$ cat src/rtl/nibble_serial_adder_ctrl.sv
// -----------------------------------------------------------------------------
// nibble_serial_adder_ctrl
//   Adds two WIDTH-bit operands one nibble per cycle through a single 4-bit
//   ripple-carry slice, least-significant nibble first. The carry is held in a
//   register between nibbles. Operands enter on a valid/ready handshake, and the
//   result leaves on another valid/ready handshake.
//
// Ports
//   clk, rst_n            clock (rising edge), asynchronous active-low reset
//   in_valid / in_ready   operand handshake (in_ready is high only in IDLE)
//   input_1, input_2      operands A and B (WIDTH bits)
//   c_in                  carry into bit 0
//   out_valid / out_ready result handshake (out_valid is high only in DONE)
//   sum                   A + B + c_in modulo 2^WIDTH
//   c_out                 carry out of bit WIDTH-1
//   overflow              two's-complement overflow of the addition
// -----------------------------------------------------------------------------
module nibble_serial_adder_ctrl #(
  parameter int unsigned WIDTH = 16
) (
  input  logic             clk,
  input  logic             rst_n,
  input  logic             in_valid,
  output logic             in_ready,
  input  logic [WIDTH-1:0] input_1,
  input  logic [WIDTH-1:0] input_2,
  input  logic             c_in,
  output logic             out_valid,
  input  logic             out_ready,
  output logic [WIDTH-1:0] sum,
  output logic             c_out,
  output logic             overflow
);

  localparam int unsigned NIB   = WIDTH / 4;
  localparam int unsigned CNT_W = (NIB > 1) ? $clog2(NIB) : 1;

  // Reject widths the nibble datapath cannot represent.
  if ((WIDTH < 4) || ((WIDTH % 4) != 0)) begin : g_bad_width
    $fatal(1, "nibble_serial_adder_ctrl: WIDTH=%0d must be a multiple of 4 and >= 4", WIDTH);
  end

  typedef enum logic [1:0] {
    S_IDLE = 2'd0,
    S_RUN  = 2'd1,
    S_DONE = 2'd2
  } state_e;

  state_e             state_q,    state_d;
  logic               in_ready_q, in_ready_d;
  logic               out_valid_q, out_valid_d;
  logic [WIDTH-1:0]   a_q,        a_d;
  logic [WIDTH-1:0]   b_q,        b_d;
  logic [WIDTH-1:0]   sum_q,      sum_d;
  logic [CNT_W-1:0]   cnt_q,      cnt_d;
  logic               carry_q,    carry_d;
  logic               c_out_q,    c_out_d;
  logic               overflow_q, overflow_d;

  // 4-bit ripple slice: operand shift registers always present the current
  // nibble in their low four bits.
  logic [3:0] slice_a;
  logic [3:0] slice_b;
  logic [3:0] slice_low3;
  logic [4:0] slice_full;
  logic [3:0] slice_sum;
  logic       slice_c3;
  logic       slice_co;

  always_comb begin
    slice_a    = a_q[3:0];
    slice_b    = b_q[3:0];
    // Lower three bits alone give the carry into bit 3 (needed for overflow).
    slice_low3 = {1'b0, slice_a[2:0]} + {1'b0, slice_b[2:0]} + {3'b000, carry_q};
    slice_full = {1'b0, slice_a} + {1'b0, slice_b} + {4'b0000, carry_q};
    slice_sum  = slice_full[3:0];
    slice_c3   = slice_low3[3];
    slice_co   = slice_full[4];
  end

  // Next-state and datapath updates.
  always_comb begin
    state_d     = state_q;
    in_ready_d  = in_ready_q;
    out_valid_d = out_valid_q;
    a_d         = a_q;
    b_d         = b_q;
    sum_d       = sum_q;
    cnt_d       = cnt_q;
    carry_d     = carry_q;
    c_out_d     = c_out_q;
    overflow_d  = overflow_q;

    unique case (state_q)
      S_IDLE: begin
        // Operands are sampled only on an accepted handshake, so X on the
        // operand buses while in_valid is low never reaches state.
        if (in_valid && in_ready_q) begin
          state_d    = S_RUN;
          in_ready_d = 1'b0;
          a_d        = input_1;
          b_d        = input_2;
          carry_d    = c_in;
          cnt_d      = '0;
        end
      end

      S_RUN: begin
        for (int unsigned i = 0; i < NIB; i++) begin
          if (cnt_q == CNT_W'(i)) begin
            sum_d[4*i +: 4] = slice_sum;
          end
        end
        carry_d = slice_co;
        a_d     = a_q >> 4;
        b_d     = b_q >> 4;
        if (cnt_q == CNT_W'(NIB - 1)) begin
          // Final nibble: counter stays at NIB-1 until the next accept.
          c_out_d     = slice_co;
          overflow_d  = slice_c3 ^ slice_co;
          state_d     = S_DONE;
          out_valid_d = 1'b1;
        end else begin
          cnt_d = cnt_q + CNT_W'(1);
        end
      end

      S_DONE: begin
        if (out_ready) begin
          state_d     = S_IDLE;
          out_valid_d = 1'b0;
          in_ready_d  = 1'b1;
        end
      end

      default: begin
        state_d     = S_IDLE;
        out_valid_d = 1'b0;
        in_ready_d  = 1'b1;
      end
    endcase
  end

  // State and datapath registers.
  always_ff @(posedge clk or negedge rst_n) begin
    if (!rst_n) begin
      state_q     <= S_IDLE;
      in_ready_q  <= 1'b1;
      out_valid_q <= 1'b0;
      a_q         <= '0;
      b_q         <= '0;
      sum_q       <= '0;
      cnt_q       <= '0;
      carry_q     <= 1'b0;
      c_out_q     <= 1'b0;
      overflow_q  <= 1'b0;
    end else begin
      state_q     <= state_d;
      in_ready_q  <= in_ready_d;
      out_valid_q <= out_valid_d;
      a_q         <= a_d;
      b_q         <= b_d;
      sum_q       <= sum_d;
      cnt_q       <= cnt_d;
      carry_q     <= carry_d;
      c_out_q     <= c_out_d;
      overflow_q  <= overflow_d;
    end
  end

  assign in_ready  = in_ready_q;
  assign out_valid = out_valid_q;
  assign sum       = sum_q;
  assign c_out     = c_out_q;
  assign overflow  = overflow_q;

endmodule

$ cat config.mk
export PLATFORM = sky130hd
export DESIGN_NAME = nibble_serial_adder_ctrl
export DESIGN_NICKNAME = d
export VERILOG_FILES = /design/src/rtl/nibble_serial_adder_ctrl.sv
export SDC_FILE = /design/constraint.sdc
export NUM_CORES = 1
export LEC_CHECK = 0
export BUFFER_PORTS_ARGS = -buffer_cell sky130_fd_sc_hd__buf_2
export CAP_MARGIN = 20
export CORE_ASPECT_RATIO = 1.75
export CORE_MARGIN = 5
export CORE_UTILIZATION = 53
export CTS_BUF_LIST = sky130_fd_sc_hd__clkbuf_16
export CTS_CLUSTER_DIAMETER = 50
export DETAILED_ROUTE_END_ITERATION = 7
export PLACE_DENSITY = 0.8
export SLEW_MARGIN = 20
export SYNTH_ARGS = -nofsm -noshare
export SYNTH_HDL_FRONTEND = slang
export SYNTH_SLANG_ARGS = --single-unit
$ cat constraint.sdc
create_clock -name clk -period 2 [get_ports clk]
set_input_delay 0.2 -clock clk [delete_from_list [all_inputs] [get_ports clk]]
set_output_delay 0.2 -clock clk [all_outputs]
set_load 0.005 [all_outputs]
-- Word level (Yosys, flattened, before mapping)
Cells that the tools add are included.
- latch bits: 0
- memories kept: 0
- bits in writable memories: 0
- input port bits: 37
- output and inout bits: 20
- bits in registers: 57
- bits in read-only memories: 0
- logic and storage cells: 62
- divide/modulo/power cells: 0
- bitwise gates (word level): 3
- equal/unequal tests: 9
- add/sub/neg operators: 5
- reduce and logical (&&, ||, !) cells: 13
- $lt $le $gt $ge: 0
- muxes and demuxes: 19
- shift operators: 0
- multiply operators: 0
- operators by type and width (operator ; count):
    16-bit case mux with 2 select lines ; 2
    16-bit 2-to-1 mux ; 2
    3-bit AND reduction ; 4
    2-bit 2-to-1 mux ; 5
    2-bit AND reduction ; 5
    2-bit inequality test (second input constant) ; 4
    2-bit == test (second input constant) ; 3
    1-bit case mux with 3 select lines ; 2
    2-bit case mux with 3 select lines ; 1
    4-bit by 4-bit adder with 5-bit output ; 1
    5-bit by 1-bit adder with 5-bit output ; 1
    1-bit 2-to-1 mux ; 5
    3-bit by 3-bit adder with 4-bit output ; 1
    4-bit by 1-bit adder with 4-bit output ; 1
    2-bit by 1-bit == test with 1-bit output (second input constant) ; 2
    2-bit logical NOT ; 2
    2-bit case mux with 2 select lines ; 1
    2-bit by 1-bit adder with 2-bit output (second input constant) ; 1
    1-bit inverter ; 2
    1-bit case mux with 2 select lines ; 1
    2-bit nonzero test ; 1
    1-bit logical AND ; 1
    1-bit XOR ; 1

-- Longest topological paths before layout
Gate-level depths: netlist of run 1.
- word-level depth: 3
- gate-level depth with buffers: 7
- mapped depth without buffers: 7

-- Worst setup path after synthesis of run 1
No wires, ideal clock.
- path type: register to register
- start point: register a_q[0]
- end point: register overflow_q (netlist: overflow)
- slack: 0.339 ns
- setup time: 0.126 ns
- data arrival time: 1.535 ns
- clock period less this slack: 1.661 ns
- stages on the path, launching flop included: 8
- data required time: 1.874 ns
- buffers on the path: 0
- path through: dfrtp_1 -> fa_1 -> inv_1 -> fa_1 -> nand2b_1 -> a21oi_1 -> xor2_1 -> o21ai_0
- word-level cells in the longest chain between the ends: 3
- elaborated cells between the ends (all ways): 5
- classes of those cells: add/sub: 4; bitwise: 1
- ends and longest elaborated chain (item ; line ; text):
    start, declared ; 52 ; logic [WIDTH-1:0] a_q, a_d;
    start signal, assigned ; 150 ; a_q <= '0;
    start signal, assigned ; 161 ; a_q <= a_d;
    4-bit by 4-bit adder with 5-bit output or 3-bit by 3-bit adder with 4-bit output (tied branches) ; 75, 74 ;
    5-bit by 1-bit adder with 5-bit output or 4-bit by 1-bit adder with 4-bit output (tied branches) ; 75, 74 ;
    1-bit XOR (*) ; 120 ; overflow_d = slice_c3 ^ slice_co;
    end signal, assigned ; 167 ; overflow_q <= overflow_d;
    end, declared ; 58 ; logic overflow_q, overflow_d;
Mark *: on every way between the ends. The rest lies on a longest branch, timed or not.
A chain may end at the register's enable or synchronous reset.

-- Final worst setup path of run 1
- start point: register a_q[0]
- end point: register sum_q[3] (netlist: sum[3])
- word-level cells in the longest chain between the ends: 2
- ends and longest elaborated chain (item ; line ; text):
    4-bit by 4-bit adder with 5-bit output ; 75 ; slice_full = {1'b0, slice_a} + {1'b0, slice_b} + {4'b0000, carry_q};
    5-bit by 1-bit adder with 5-bit output ; 75 ;
    end signal, assigned ; 163 ; sum_q <= sum_d;
    end, declared ; 54 ; logic [WIDTH-1:0] sum_q, sum_d;
Every way passes these cells.

==> impl_metrics.ini, run 1 <==
[routing]
drt_iter0_drc = 39
ant_nets = 0
remaining_drc_errors = 0
finalWirelength_mm = 4.965
detail_route.first_pass.iterations = 4
via_count = 1812
routedWlPerCell_um = 14.35
vias_per_cell = 5.237

[setup_path]
endpoint_kind = flop
cp.arrival_ns = 2.01
cpPeakStageDelay_ns = 0.45
r2r_cells = 5
crit_buf_inv = 0
cpMaxStageDelayCell = fa_1
crit_chain = fa_1 -> a21o_1 -> a21oi_1 -> xor2_1 -> o21ai_0
worstPathRequired_ns = 2.19
critical_path_class = flop to flop
startpoint_type = flop
worstPathMaxFanout = 4
worstSetupPathDepth = 5
r2r_slack_ns = 0.18
critical_path.top_delay_family = compound AO/OA/AOI/OAI gates

[timing]
rsz0062_at_grt = no
max_freq_mhz = 549.0
hold_violations = 0
fin_crit_ns = 1.822
finalSetupViolCount = 0
slew_viol_final = 0
maxSlewHeadroom_pct = 61.56
tns_ns = 0
min_period_over_period_pct = 91.08
clock_skew_ns = 0.005237
tightestPinTransition_ns = 0.5688

[placed_design]
place_area_sq_um = 2888
portBuffers = 56
dp.cells = 329
dp_hpwl_mm = 3.496
gp_congestion = 0.7982

[clocking]
clock_sinks = 57
cts-root-buf = clkbuf_16
cts_buffers = 9
cts_tree = done
clock_latency_ns = 0.32
cts_buffer_depth = 2
post_cts_buffers = 0
h-tree-depth = 3
clk_pin_slew_ns = 0.05

[min_path]
hp-class = input port to flop
hold_depth = 2

[synthesis]
synth-main-ff-cell = dfrtp_1
postSynthAreaPerCell_sq_um = 11.19
yosysTopAreaCellShare_pct = 54.93
synth_area_sq_um = 2551
synth_edf_count = 0
ys_seq_elements = 57
yosys.area.top_type = dfrtp_1
synth_area_leaders = dfrtp_1 55%, mux2i_1 9.8%, o21ai_0 7.7%, nand2_1 6.3%, ha_1 3.4%
async_flop_share_pct = 100.0
yosys.cell_types.count = 25
syn-num-nets = 274
synth_cells = 228
yosys_warnings = 0
ys_seq_area_share_pct = 55.96

[cells_and_area]
design_area_sq_um = 3212
n_antenna_cell = 0
multiInputGateArea_sq_um = 1025
finalNonFillerCells = 346
area.growth.synth_to_final_pct = 25.90
nets = 335
fill_cells = 362
drive_gt1_share_pct = 28.23
seq_area_sq_um = 1428

[floorplan]
die_y_um = 101.8
start_util_pct = 54.68
ios = 57
dieArea_sq_um = 6356
core_area_sq_um = 4666
fp-row-count = 33
die_width_um = 62.45

[global_route]
grt_pass1_vias = 1862
gr-total-overflow = 0
busiest_layer = met2
antenna_found_initial = 0
grt_pass1_wl_mm = 8.362
grt_max_degree = 59
grtUsageMet1_pct = 18.02
grtUsageTotal_pct = 17.17
grt_util_met3_pct = 7.103
grt_use_met2_pct = 29.79

[flow_run]
max-cap-violations = 0

[power_and_ir_drop]
ir_drop_v = 0.001147
p_per_area_nw_per_um2 = 1681
p_leak_nw = 1.610

[run_status]
status = finished clean
==> synth_stat cells, types with 2 or more instances <==
library cell / n
dfrtp_1: 56
a21o_1: 2
clkbuf_1: 5
nand2b_1: 2
o21ai_0: 39
buf_6: 4
ha_1: 7
nand2_1: 43
xor2_1: 3
a22o_1: 9
fa_1: 2
nor2_1: 6
a21oi_1: 4
mux2_2: 5
mux2i_1: 25
inv_1: 7
==> cells by family (layout without fill, tap and decap cells) <==
logic type	count (synthesis)	count (layout)	synth area share, %
buffers and inverters	18	84	4.022
AO/OA/AOI/OAI	56	56	12.75
AND/OR/NAND/NOR	54	54	8.632
flip-flops	57	57	55.96
multiplexers	31	31	12.60
XOR/XNOR	3	3	1.030
adder cells (fa/ha/maj)	9	9	5.002
==> registers in the layout, indices dropped and copies added (netlist names) <==
signal / flops
b_q: 16
sum: 16
out_valid: 1
in_ready: 1
overflow: 1
carry_q: 1
c_out: 1
cnt_q: 2
a_q: 16
state_q: 2
==> per-layer routing <==
metal | up-vias | part of all wire [%]
met1 | 850 | 39
met2 | 47 | 54
met3 | 9 | 5.6
met4 | 0 | 1.6
met5 | - | 0
li1 | 906 | -
==> path summary, 6_finish.rpt <==
path,from,endpoint
hold reg to reg,sum[14],sum[14]
setup reg to reg,a_q[0],sum[3]
min in group asynchronous,rst_n,a_q[12]
hold / removal,input_1[13],a_q[13]
max in group asynchronous,rst_n,in_ready
setup / recovery,a_q[0],sum[3]
==> placed cells by master (no fill, tap or decap), drive strengths merged, types with 6 or more instances in the layout <==
master,synthesis,routed
mux2i,25,25
mux2,6,6
clkbuf,5,9
dfrtp,56,56
ha,7,7
buf,6,60
nor2,6,6
nand2,44,44
o21ai,39,39
inv,7,7
a22o,9,9
==> worst register-to-register path: stages, from the launching register on <==
cell     delay [ns]
dfrtp_1        0.41
fa_1           0.45
a21o_1         0.17
a21oi_1        0.26
xor2_1         0.27
o21ai_0        0.13
==> per-stage QoR <==
step                      power, mW  utilization, %  setup WS (ns)  hold slack (ns)
after floorplan               3.283               -         0.3385         -0.09559
after global placement        3.753           61.89         0.2595           0.2194
after detailed placement      3.848           61.89         0.1944           0.2235
after CTS                     5.454           68.76         0.1659          0.08268
after global routing          5.824           68.84        0.05497          0.09942
final                         5.398           68.84         0.1784          0.09177
==> what timing repair did <==
item / in CTS / in global routing
hold buffers: 1 / 0
endpoints found under the hold margin: 56 / 0
resized for setup: 0 / 1
setup endpoints to repair: 0 / 1
==> power by group <==
part	internal [mW]	switching (mW)
Clock	1.07	0.481
Combinational	0.859	1.02
Sequential	1.67	0.301
Total	3.60	1.80
==> cell type report <==
type                       instances  area share (%)
sequential                        57           44.45
multi-input combinational        153           31.90
timing repair buffer              61           11.14
clock buffer                       9           7.012
clock inverter                     7           2.649
tap                               52           2.026
inverter                           7          0.8181
No activity file was read; power rests on OpenSTA's default activity.
==> run 2: changes to the inputs <==
--- a/config.mk
+++ b/config.mk
@@ -14,6 +14,7 @@
 export CTS_CLUSTER_DIAMETER = 50
 export DETAILED_ROUTE_END_ITERATION = 7
 export PLACE_DENSITY = 0.8
+export RECOVER_POWER = 50
 export SLEW_MARGIN = 20
 export SYNTH_ARGS = -nofsm -noshare
 export SYNTH_HDL_FRONTEND = slang
==> impl_metrics.ini, run 2 (synthesized netlist as in run 1, its figures left out) <==
[min_path]
hp-class = input port to flop
hold_depth = 2

[clocking]
clock_latency_ns = 0.32
post_cts_buffers = 0
h-tree-depth = 3
clk_pin_slew_ns = 0.05
cts_buffers = 9
cts_tree = done
clock_sinks = 57
cts_buffer_depth = 2
cts-root-buf = clkbuf_16

[routing]
drt_iter0_drc = 58
finalWirelength_mm = 4.981
remaining_drc_errors = 0
detail_route.first_pass.iterations = 4
via_count = 1816
vias_per_cell = 5.249
ant_nets = 0
routedWlPerCell_um = 14.40

[power_and_ir_drop]
intPower_mw = 3.578
p_clk_share_pct = 28.9
power_frac_seq_pct = 36.6
p_sw_share_pct = 33.54
p_sw_mw = 1.806
p_per_area_nw_per_um2 = 1689
p_comb_share_pct = 34.5
ir_drop_v = 0.001149
p_leak_nw = 1.576

[timing]
hold_violations = 0
maxSlewHeadroom_pct = 11.27
fin_crit_ns = 1.821
slew_viol_final = 0
tns_ns = 0
finalSetupViolCount = 0
setup_slack_ns = 0.1789
tightestPinTransition_ns = 1.331
max_freq_mhz = 549.1
rsz0062_at_grt = no
min_period_over_period_pct = 91.06
clock_skew_ns = 0.005504

[flow_run]
max-cap-violations = 0

[placed_design]
dp.cells = 329
portBuffers = 56
place_area_sq_um = 2888
dp_hpwl_mm = 3.496
gp_congestion = 0.7982
place_ws_ns = 0.1944

[cells_and_area]
design_area_sq_um = 3187
area.growth.synth_to_final_pct = 24.91
drive_gt1_share_pct = 25.17
n_antenna_cell = 0
finalNonFillerCells = 346
fill_cells = 361
mostFrequentLayoutCells = 56 x dfrtp_1, 48 x buf_2, 43 x nand2_1
nets = 335
fin_util_pct = 68.30
final_common_cell = dfrtp_1

[floorplan]
ios = 57
start_util_pct = 54.68
dieArea_sq_um = 6356
die_y_um = 101.8
fp-row-count = 33
core_area_sq_um = 4666
die_width_um = 62.45

[run_status]
status = finished clean

[setup_path]
r2r_cells = 5
crit_chain = fa_1 -> a21o_1 -> a21oi_1 -> xor2_1 -> o21ai_0
cpPeakStageDelay_ns = 0.45
r2r_slack_ns = 0.18
worstPathRequired_ns = 2.19
critical_path_class = flop to flop
cp.arrival_ns = 2.01
worstPathMaxFanout = 4
endpoint_kind = flop
startpoint_type = flop
cpMaxStageDelayCell = fa_1

[global_route]
gr-total-overflow = 0
grt_max_degree = 59
grt_pass1_vias = 1862
grt_pass1_wl_mm = 8.362
grtUsageTotal_pct = 17.17
antenna_found_initial = 0
## run 2: cell types whose count changed in the layout (fill, tap and decap cells not counted), sizes merged
cell / before / now
buf: 60 / 51
clkbuf: 9 / 18
## run 2: final timing paths
path                        startpoint       to
max                             a_q[0]   sum[3]
min                        input_1[13]  a_q[13]
max reg2reg                     a_q[0]   sum[3]
min reg2reg                    sum[14]  sum[14]
max in group asynchronous        rst_n   sum[6]
min in group asynchronous        rst_n  a_q[12]
## run 2: routing by layer
metal	up-vias	GRT usage, %	share of wire, %
met5	-	0	0
met4	0	7.843	1.6
met3	9	7.103	5.7
met2	45	29.79	54
met1	858	18.02	39
li1	904	-	-
## run 2: per-stage QoR
step	hold WS, ns	power [mW]
3_5_place_dp	0.2235	3.848
2_1_floorplan	-0.09559	3.283
3_3_place_gp	0.2194	3.753
4_1_cts	0.08268	5.454
5_1_grt	0.09944	5.803
6_report	0.09206	5.384
## run 2: what timing repair did
| action | in CTS | in global routing |
|---|---|---|
| endpoints found under the hold margin | 56 | 0 |
| gates resized for setup | 0 | 1 |
| hold buffers | 1 | 0 |
| setup endpoints to repair | 0 | 1 |
## run 2: cell type report
| cell class | instances | area [sq um] | share of cell area, % |
|---|---|---|---|
| clock inverter | 7 | 85.08 | 2.670 |
| inverter | 7 | 26.28 | 0.8245 |
| multi-input combinational | 153 | 1025 | 32.16 |
| sequential | 57 | 1428 | 44.80 |
| timing repair buffer | 61 | 332.8 | 10.44 |
| clock buffer | 9 | 225.2 | 7.067 |
| tap | 52 | 65.06 | 2.042 |
## run 2: power groups by stage
stage	Clock [mW]	Combinational, mW	Sequential (mW)
after floorplan	0	1.35	1.94
after global placement	0	1.79	1.96
after detailed placement	0	1.86	1.99
after CTS	1.58	1.89	1.98
after global routing	1.64	2.12	2.04
final	1.56	1.86	1.97
## run 2: critical path, delay by kind of cell (launching register included)
kind / cells / cell delay [ns]
adder cells (fa/ha/maj): 1 / 0.45
AO/OA/AOI/OAI: 3 / 0.56
flip-flops: 1 / 0.41
XOR/XNOR: 1 / 0.27
==> run 3: changes to the inputs <==
--- a/config.mk
+++ b/config.mk
@@ -9,11 +9,12 @@
 export CAP_MARGIN = 20
 export CORE_ASPECT_RATIO = 1.75
 export CORE_MARGIN = 5
-export CORE_UTILIZATION = 53
-export CTS_BUF_LIST = sky130_fd_sc_hd__clkbuf_16
+export CORE_UTILIZATION = 56
+export CTS_BUF_LIST = sky130_fd_sc_hd__clkbuf_4 sky130_fd_sc_hd__clkbuf_8
 export CTS_CLUSTER_DIAMETER = 50
 export DETAILED_ROUTE_END_ITERATION = 7
-export PLACE_DENSITY = 0.8
+export HOLD_SLACK_MARGIN = 0.08
+export PLACE_DENSITY = 0.84
 export RECOVER_POWER = 50
 export SLEW_MARGIN = 20
 export SYNTH_ARGS = -nofsm -noshare
==> impl_metrics.ini, run 3 (synthesized netlist as in run 1, its figures left out) <==
[run_status]
status = finished clean

[floorplan]
start_util_pct = 57.93
ios = 57
die_width_um = 61.02
dieArea_sq_um = 6059
core_area_sq_um = 4404
fp-row-count = 32
die_y_um = 99.29

[placed_design]
portBuffers = 56
place_ws_ns = 0.1467
dp_hpwl_mm = 3.748
gp_congestion = 0.8220
place_area_sq_um = 2882

[setup_path]
r2r_slack_ns = 0.16
endpoint_kind = flop
startpoint_type = flop
cp.arrival_ns = 2.04
worstPathMaxFanout = 3
critical_path_class = flop to flop
worstPathRequired_ns = 2.20

[clocking]
clock_sinks = 57
h-tree-depth = 3
cts-root-buf = clkbuf_8
clock_latency_ns = 0.34
post_cts_buffers = 0
cts_tree = done
cts_buffers = 9
clk_pin_slew_ns = 0.06
cts_buffer_depth = 2

[cells_and_area]
n_antenna_cell = 0
design_area_sq_um = 3191
fin_util_pct = 72.44
multiInputGateArea_sq_um = 1028
seq_area_sq_um = 1428
area.growth.synth_to_final_pct = 25.06
fill_cells = 360
final_common_cell = dfrtp_1
mostFrequentLayoutCells = 56 x dfrtp_1, 54 x buf_2, 43 x nand2_1
drive_gt1_share_pct = 27.39
nets = 344

[global_route]
grtUsageTotal_pct = 20.75
grt_pass1_vias = 2027
grt_max_degree = 59
antenna_found_initial = 0
grt_pass1_wl_mm = 9.142
gr-total-overflow = 0

[timing]
clock_skew_ns = 0.009396
rsz0062_at_grt = no
min_period_over_period_pct = 92.08
maxSlewHeadroom_pct = 8.739
whs_ns = 0.1091
max_freq_mhz = 543.0
tns_ns = 0
slew_viol_final = 0
hold_violations = 0
fin_crit_ns = 1.842
setup_slack_ns = 0.1584
finalSetupViolCount = 0
tightestPinTransition_ns = 1.369

[routing]
via_count = 1883
routedWlPerCell_um = 15.35
ant_nets = 0
remaining_drc_errors = 0
drt_iter0_drc = 42
vias_per_cell = 5.319
finalWirelength_mm = 5.434
detail_route.first_pass.iterations = 4

[power_and_ir_drop]
p_per_area_nw_per_um2 = 1600
p_leak_nw = 1.601
ir_drop_v = 0.001181

[min_path]
hp-class = input port to flop

[flow_run]
max-cap-violations = 0
## run 3: cell types whose count changed in the layout (fill, tap and decap cells not counted), sizes merged
cell	previous run	this run
dlygate4sd3	1	9
buf	51	58
clkbuf	18	14
clkinv	4	2
## run 3: area by class of cell
class,instances,area share (%)
clock buffers,11,4.745
repair buffers,70,13.02
clock inverters,5,2.431
well taps,51,2.000
flip-flops and latches,57,44.75
inverters,7,0.8235
multi-input cells,153,32.24
## run 3: final timing paths
| path | startpoint | end | cells past startpoint |
|---|---|---|---|
| max in group asynchronous | rst_n | b_q[1] | 3 |
| max | carry_q | overflow | 7 |
| min reg2reg | sum[14] | sum[14] | 2 |
| min | input_1[14] | a_q[14] | 2 |
| max reg2reg | carry_q | overflow | 7 |
| min in group asynchronous | rst_n | a_q[12] | 3 |
## run 3: power breakdown
part           total (mW)  switching (mW)  internal (mW)
logic                1.91            1.05          0.862
registers            1.98           0.316           1.66
clock network        1.21           0.447          0.764
## run 3: repair_timing
action	4_1_cts	5_1_grt
setup endpoints to repair	0	3
endpoints found under the hold margin	64	0
hold buffers	9	0
gates resized for setup	0	1
## run 3: worst max-delay path, cell delays in order (launching register included)
cell,delay (ns)
dfrtp_1,0.38
fa_1,0.21
inv_1,0.06
fa_1,0.39
nand2b_1,0.16
a21oi_1,0.26
xor2_1,0.17
o21ai_0,0.09
## run 3: layer usage
layer | track usage (%) | wire length [um]
met1 | 22.41 | 1979
met2 | 34.42 | 2990
met3 | 7.273 | 292
met4 | 10.52 | 170
met5 | 0 | 0
## run 3: through the flow
stage          std cells  power, mW
2_1_floorplan        228      3.283
3_3_place_gp         329      3.758
3_5_place_dp         329      3.888
4_1_cts              354      5.137
5_1_grt              354      5.519
6_report             354      5.103
